### src/rtl/motor_drive_if.sv
// Command and H-bridge signal bundle between the car controller side and motor_drive.
// The master drives the command; the slave (motor_drive) drives the bridge pins.
interface motor_drive_if;
    logic [3:0] ctrl_signals;
    logic [3:0] motor_in;
    logic       en_a;
    logic       en_b;
    logic [1:0] dead_active;

    modport master (output ctrl_signals, input motor_in, en_a, en_b, dead_active);
    modport slave  (input ctrl_signals, output motor_in, en_a, en_b, dead_active);
endinterface

### src/rtl/motor_drive.sv
// Dual H-bridge driver: synchronised, glitch-filtered command feeding two independent
// motor FSMs with soft-start PWM ramp and coast dead-time on direction reversal.
module motor_drive #(
    parameter int PWM_BITS      = 8,
    parameter int MAX_DUTY      = 200,
    parameter int FILTER_CYCLES = 16,
    parameter int DEAD_CYCLES   = 1000
) (
    input  logic         clk,
    input  logic         reset,
    motor_drive_if.slave bus
);
    localparam int FW = (FILTER_CYCLES > 1) ? $clog2(FILTER_CYCLES) : 1;
    localparam int DW = (DEAD_CYCLES > 1) ? $clog2(DEAD_CYCLES) : 1;
    localparam logic [FW-1:0]       FILT_LAST = FW'(FILTER_CYCLES - 1);
    localparam logic [DW-1:0]       DEAD_LAST = DW'(DEAD_CYCLES - 1);
    localparam logic [PWM_BITS-1:0] DUTY_MAX  = PWM_BITS'(MAX_DUTY);

    typedef enum logic [2:0] {
        ST_COAST,
        ST_BRAKE,
        ST_FWD,
        ST_REV,
        ST_DEAD
    } state_t;

    logic [3:0]          sync_meta_reg;
    logic [3:0]          sync_reg;
    logic [3:0]          cand_reg;
    logic [3:0]          cmd_reg;
    logic [FW-1:0]       filt_cnt_reg;
    logic [FW-1:0]       filt_cnt_next;
    logic                filt_stable;
    logic [PWM_BITS-1:0] pwm_cnt_reg;
    logic                pwm_wrap;

    assign pwm_wrap = &pwm_cnt_reg;

    // Counter saturates at FILT_LAST so a long-held command keeps being re-accepted harmlessly.
    always_comb begin
        filt_stable   = (sync_reg == cand_reg);
        filt_cnt_next = '0;
        if (filt_stable) begin
            filt_cnt_next = (filt_cnt_reg == FILT_LAST) ? filt_cnt_reg : filt_cnt_reg + 1'b1;
        end
    end

    always_ff @(posedge clk) begin
        if (reset) begin
            sync_meta_reg <= '0;
            sync_reg      <= '0;
            cand_reg      <= '0;
            cmd_reg       <= '0;
            filt_cnt_reg  <= '0;
            pwm_cnt_reg   <= '0;
        end else begin
            sync_meta_reg <= bus.ctrl_signals;
            sync_reg      <= sync_meta_reg;
            cand_reg      <= sync_reg;
            filt_cnt_reg  <= filt_cnt_next;
            if (filt_stable && (filt_cnt_next == FILT_LAST)) begin
                cmd_reg <= cand_reg;
            end
            pwm_cnt_reg <= pwm_cnt_reg + 1'b1;
        end
    end

    logic [3:0] motor_in_w;
    logic [1:0] en_w;
    logic [1:0] dead_w;

    genvar gi;
    generate
        for (gi = 0; gi < 2; gi++) begin : g_motor
            state_t              state_reg, state_next;
            logic [DW-1:0]       dead_cnt_reg, dead_cnt_next;
            logic [PWM_BITS-1:0] duty_reg, duty_next;
            logic                en_reg, en_next;
            logic [1:0]          pair;

            assign pair = cmd_reg[2*gi +: 2];

            always_comb begin
                state_next    = state_reg;
                dead_cnt_next = '0;
                if (pair == 2'b00) begin
                    state_next = ST_COAST;
                end else if (pair == 2'b11) begin
                    state_next = ST_BRAKE;
                end else begin
                    case (state_reg)
                        ST_FWD: if (pair == 2'b01) begin
                            state_next    = ST_DEAD;
                            dead_cnt_next = DEAD_LAST;
                        end
                        ST_REV: if (pair == 2'b10) begin
                            state_next    = ST_DEAD;
                            dead_cnt_next = DEAD_LAST;
                        end
                        // Exit direction follows the command at expiry, not the one that started DEAD.
                        ST_DEAD: begin
                            if (dead_cnt_reg == '0) begin
                                state_next = (pair == 2'b10) ? ST_FWD : ST_REV;
                            end else begin
                                dead_cnt_next = dead_cnt_reg - 1'b1;
                            end
                        end
                        default: state_next = (pair == 2'b10) ? ST_FWD : ST_REV;
                    endcase
                end

                duty_next = '0;
                if (((state_reg == ST_FWD) || (state_reg == ST_REV)) && (state_next == state_reg)) begin
                    duty_next = (pwm_wrap && (duty_reg < DUTY_MAX)) ? duty_reg + 1'b1 : duty_reg;
                end

                case (state_reg)
                    ST_BRAKE:       en_next = 1'b1;
                    ST_FWD, ST_REV: en_next = (pwm_cnt_reg < duty_reg);
                    default:        en_next = 1'b0;
                endcase
            end

            always_ff @(posedge clk) begin
                if (reset) begin
                    state_reg    <= ST_COAST;
                    dead_cnt_reg <= '0;
                    duty_reg     <= '0;
                    en_reg       <= 1'b0;
                end else begin
                    state_reg    <= state_next;
                    dead_cnt_reg <= dead_cnt_next;
                    duty_reg     <= duty_next;
                    en_reg       <= en_next;
                end
            end

            assign motor_in_w[2*gi +: 2] = (state_reg == ST_FWD)   ? 2'b10 :
                                           (state_reg == ST_REV)   ? 2'b01 :
                                           (state_reg == ST_BRAKE) ? 2'b11 : 2'b00;
            assign en_w[gi]   = en_reg;
            assign dead_w[gi] = (state_reg == ST_DEAD);
        end
    endgenerate

    assign bus.motor_in    = motor_in_w;
    assign bus.en_a        = en_w[1];
    assign bus.en_b        = en_w[0];
    assign bus.dead_active = dead_w;
endmodule

### src/flat_wrapper.sv
// flat-port wrapper written by rule: the top's interface ports become plain ports
module motor_drive_flat 
#(
    parameter int PWM_BITS      = 8,
    parameter int MAX_DUTY      = 200,
    parameter int FILTER_CYCLES = 16,
    parameter int DEAD_CYCLES   = 1000
)
  (clk, reset, bus_ctrl_signals, bus_motor_in, bus_en_a, bus_en_b, bus_dead_active);
  motor_drive_if bus_i ();
  input  logic clk;
  input  logic reset;
  input wire logic [$bits(bus_i.ctrl_signals)-1:0] bus_ctrl_signals;
  output wire logic [$bits(bus_i.motor_in)-1:0] bus_motor_in;
  output wire logic [$bits(bus_i.en_a)-1:0] bus_en_a;
  output wire logic [$bits(bus_i.en_b)-1:0] bus_en_b;
  output wire logic [$bits(bus_i.dead_active)-1:0] bus_dead_active;
  assign bus_i.ctrl_signals = bus_ctrl_signals;
  assign bus_motor_in = bus_i.motor_in;
  assign bus_en_a = bus_i.en_a;
  assign bus_en_b = bus_i.en_b;
  assign bus_dead_active = bus_i.dead_active;
  motor_drive #(.PWM_BITS(PWM_BITS), .MAX_DUTY(MAX_DUTY), .FILTER_CYCLES(FILTER_CYCLES), .DEAD_CYCLES(DEAD_CYCLES)) u_core (.clk(clk), .reset(reset), .bus(bus_i));
endmodule
### config.mk
export PLATFORM = sky130hd
export DESIGN_NAME = motor_drive_flat
export DESIGN_NICKNAME = d
export VERILOG_FILES = /design/src/rtl/motor_drive_if.sv /design/src/rtl/motor_drive.sv /design/src/flat_wrapper.sv
export SDC_FILE = /design/constraint.sdc
export NUM_CORES = 1
export LEC_CHECK = 0
export BUFFER_PORTS_ARGS = -buffer_cell sky130_fd_sc_hd__buf_2
export CAP_MARGIN = 20
export CORE_ASPECT_RATIO = 0.6
export CORE_MARGIN = 1
export CORE_UTILIZATION = 44
export CTS_CLUSTER_SIZE = 28
export DETAILED_ROUTE_END_ITERATION = 16
export PLACE_DENSITY = 0.57
export SLEW_MARGIN = 10
export SYNTH_ARGS = -nofsm -noshare
export SYNTH_HDL_FRONTEND = slang
export SYNTH_SLANG_ARGS = --single-unit
### constraint.sdc
create_clock -name clk -period 3.13 [get_ports clk]
set_input_delay 0.7825 -clock clk [delete_from_list [all_inputs] [get_ports clk]]
set_output_delay 0.7825 -clock clk [all_outputs]
set_load 0.05 [all_outputs]
Word level (Yosys, flattened, before mapping)
Cells that the tools add are included.
- order comparisons: 4
- reductions and logical operators: 18
- bitwise gates (word level): 2
- equal/unequal tests: 19
- muxes and demuxes: 32
- $add $sub $neg: 6
- operators by type and width (operator ; number):
    two-way mux 10 bit ; 6
    one-hot mux 10 bit (3 select lines) ; 2
    two-way mux 3 bit ; 10
    adder 8 x 1 -> 8 bit, second input constant ; 3
    logical NOT 10 bit ; 2
    subtractor 10 x 1 -> 10 bit, second input constant ; 2
    one-hot mux 3 bit (3 select lines) ; 2
    less-than comparator 8 bit ; 2
    less-than comparator 8 bit, second input constant ; 2
    equality test 3 x 2 -> 1 bit, second input constant ; 4
    two-way mux 2 bit ; 6
    equality test 2 bit, second input constant ; 4
    equality test 4 bit, second input constant ; 2
    two-way mux 4 bit ; 2
    AND reduction 8 bit ; 1
    OR reduction 2 bit ; 4
    equality test 3 x 1 -> 1 bit, second input constant ; 2
    equality test 3 bit ; 2
    equality test 3 bit, second input constant ; 2
    OR reduction 3 bit ; 2
    logical AND 1 bit ; 5
    adder 4 x 1 -> 4 bit, second input constant ; 1
    equality test 2 x 1 -> 1 bit, second input constant ; 2
    equality test 4 bit ; 1
    other kinds (5) ; 10
- output and inout bits: 8
- logic and storage cells: 95
- register bits after elaboration: 72

Depth between registers and ports, before layout
- depth after elaboration: 10
- mapped depth: 7
- mapped depth without buffers: 7

Least setup slack after synthesis
OpenSTA, ideal clock, no wires.
- path type: register to output
- start point: register u_core.g_motor[1].state_reg[0]
- end point: output port bus_dead_active[1]
- stages on the path, launching flop included: 3
- buffers on the path: 1
- arrival time: 1.722 ns
- data required time: 2.348 ns
- path slack: 0.626 ns
- cells stage by stage: dfxtp_1 buf_2 nor3b_1
- longest elaborated chain between the ends: 1
- ends and longest elaborated chain (what ; line ; text):
    start, declared ; motor_drive.sv:75 ; state_t state_reg, state_next;
    start signal, assigned ; motor_drive.sv:131 ; state_reg <= state_next;
    equality test 3 bit ; motor_drive.sv:142 ; assign dead_w[gi] = (state_reg == ST_DEAD);
    end, declared ; flat_wrapper.sv:17 ; output wire logic [$bits(bus_i.dead_active)-1:0] bus_dead_active;
No other way between the ends.

Final worst setup path
- start point: register u_core.g_motor[1].state_reg[2]
- end point: output port bus_dead_active[1]
Same word-level chain as after synthesis.

==> qor.csv <==
metric;value;unit
vias;2492;
fin_nets;414;
critPathRequiredTime;2350;ps
critPathKind;reg -> out;
mostFrequentLayoutCells;dfxtp_1, nor2_1, xnor2_1;
num-fill-cells;706;
grt_max_degree;35;
timing.rr.end;u_core.bus.en_a;
die_x;116;um
regArea;1440;um^2
synth_area_leaders;dfxtp_1, ha_1, xnor2_1, nor2_1, a21oi_1;
max-vdd-ir-drop;302;uV
post_cts_buffers;0;
drt_iter0_markers;164;
syn_to_final_growth;14.7;%
reg2reg_slack;1140;ps
hold_buffers;0;
rows;24;
outcome;completed;
multi_input_area;1900;um^2
fin_crit_sh;0.732;
yosysSeqAreaShare;0.418;
routabilityCongestion;0.773;
critical_path_buf_inv_count;1;
min_period;2290;ps
rsz0062_at_grt;false;
max_stage_delay;430;ps
start_util;0.465;
cts.path.max_buffers;2;
routed_wl;6410;um
clock-sinks;72;
clkLatencyLatePin;330;ps
syn-num-nets;396;
drt_drc_violations_left;0;
final_core_util;0.533;
cpLargestDelayFamily;simple AND/OR/NAND/NOR gates;
max_freq;436;MHz
grt_pass1_wl;11000;um
ys_warn_count;0;
die_area;8200;um^2
synth_cell_types;48;
cap_violations;0;
track_usage;0.179;
power_density;542;nW/um^2
cts_resized;0;
drv_slew;0;
largest_reg_flops;20;
synth_cells;368;
synth.top_cell.area_share;0.418;
whs;432;ps
drive_gt1_frac;0.113;
holdPathStages;1;
relSlewSlack;0.592;
end_kind;output pin;
ant_nets;0;
setup_viol;0;
syn_area;3450;um^2
path_max_fanout;6;
die_y;70.6;um
worst_pin_slew;612;ps
avgSynthCellArea;9.37;um^2
antenna_found_initial;0;
dp_hpwl;4460;um
drtPass1Iterations;4;
overflow;0;
hold_violations;0;
setup_tns;0;ps
ys_seq_elements;72;
hp-class;reg -> reg;
finClkSkew;4.92;ps
cts_buffers;9;
grt_pass1_vias;2316;
worstReg2RegStart;u_core.pwm_cnt_reg[4];
core-area;7420;um^2
cp_slowest_cell;nor3b_1;
rr_worst_depth;6;
cts-root-buf;clkbuf_16;
antenna_cells;0;
path_clk_slew;60;ps
layout_commonest_cell;dfxtp_1;
yosys.area.top_type;dfxtp_1;
io_pins;14;
p_leak;1.59;nW
cts_tree;done;
hold_path_end;u_core.sync_reg[2];
viasPerCell;5.03;
htree_levels;3;
worst_ep_arrival_time;1510;ps
port_buffers;13;
hold_start;u_core.sync_meta_reg[2];
wl_per_cell;12.9;um
start_kind;register;
crit_chain;nor3b_1 > buf_2;
## worst max-delay path by stage
stage | start | endpoint | depth (start not counted)
global route | u_core.g_motor[1].state_reg[2] | bus_dead_active[1] | 2
CTS | u_core.g_motor[1].state_reg[2] | bus_dead_active[1] | 2
global placement | u_core.g_motor[1].duty_reg[4] | u_core.bus.en_a | 7
finish | u_core.g_motor[1].state_reg[2] | bus_dead_active[1] | 2
floorplan | u_core.g_motor[1].state_reg[0] | bus_dead_active[1] | 2
detailed placement | reset | u_core.g_motor[0].duty_reg[0] | 4
## routing by layer
layer,GRT usage,wire length [um],vias to the layer above
met5,0,0,-
met4,0.0855,119,0
met3,0.0566,276,13
met2,0.241,2530,34
met1,0.256,3480,1146
li1,-,-,1299
## cells in the mapped netlist, drive strengths merged
cell / count
ha: 22
nor3: 7
and4: 2
dfxtp: 72
nor2b: 17
buf: 2
nand4bb: 1
and2: 1
nand2: 15
nor4b: 2
or4: 1
inv: 22
a2111oi: 1
o21ai: 7
a211oi: 3
o21bai: 1
a21oi: 26
xor2: 8
nand3: 12
nor2: 46
clkbuf: 4
a21bo: 1
a21o: 3
xnor2: 31
o2111ai: 1
nor3b: 6
or3b: 1
or2: 2
o311a: 2
o31ai: 1
and3b: 1
mux2i: 10
nand3b: 4
nand4: 8
and3: 5
o32ai: 1
or3: 3
nor4: 5
nand2b: 11
## layout make-up
class	instances	area share
well taps	104	0.0329
clock inverters	6	0.0272
inverters	22	0.0209
multi-input cells	268	0.480
flip-flops and latches	72	0.365
repair buffers	13	0.0165
clock buffers	10	0.0579
## cell families (layout without fill, tap and decap cells)
family,after synthesis,count (layout),synth area share
and+or+nand+nor,150,150,0.254
DFF,72,72,0.418
AOI/OAI and AO/OA,47,47,0.0886
xor gates and xnor gates,39,39,0.0991
buffers and inverters,28,51,0.0312
adders and majority gates,22,22,0.0799
muxes,10,10,0.0290
## report_power, final
group | switching [mW] | internal [mW] | leakage [nW] | total (mW)
Clock | 0.378 | 0.775 | 0.162 | 1.15
Combinational | 0.0255 | 0.0258 | 0.842 | 0.0513
Sequential | 0.0109 | 0.929 | 0.583 | 0.939
Total | 0.415 | 1.73 | 1.59 | 2.14
## per-stage QoR
| stage | area [um^2] | power, mW | setup WS, ps | cells |
|---|---|---|---|---|
| after floorplan | 3450 | 0.995 | 626 | 368 |
| after global placement | 3620 | 1.01 | 1160 | 479 |
| after detailed placement | 3620 | 1.01 | 1120 | 479 |
| after CTS | 3950 | 2.17 | 832 | 495 |
| after global routing | 3950 | 2.23 | 708 | 495 |
| final | 3950 | 2.14 | 839 | 495 |
(Power assumes the default switching activity.)
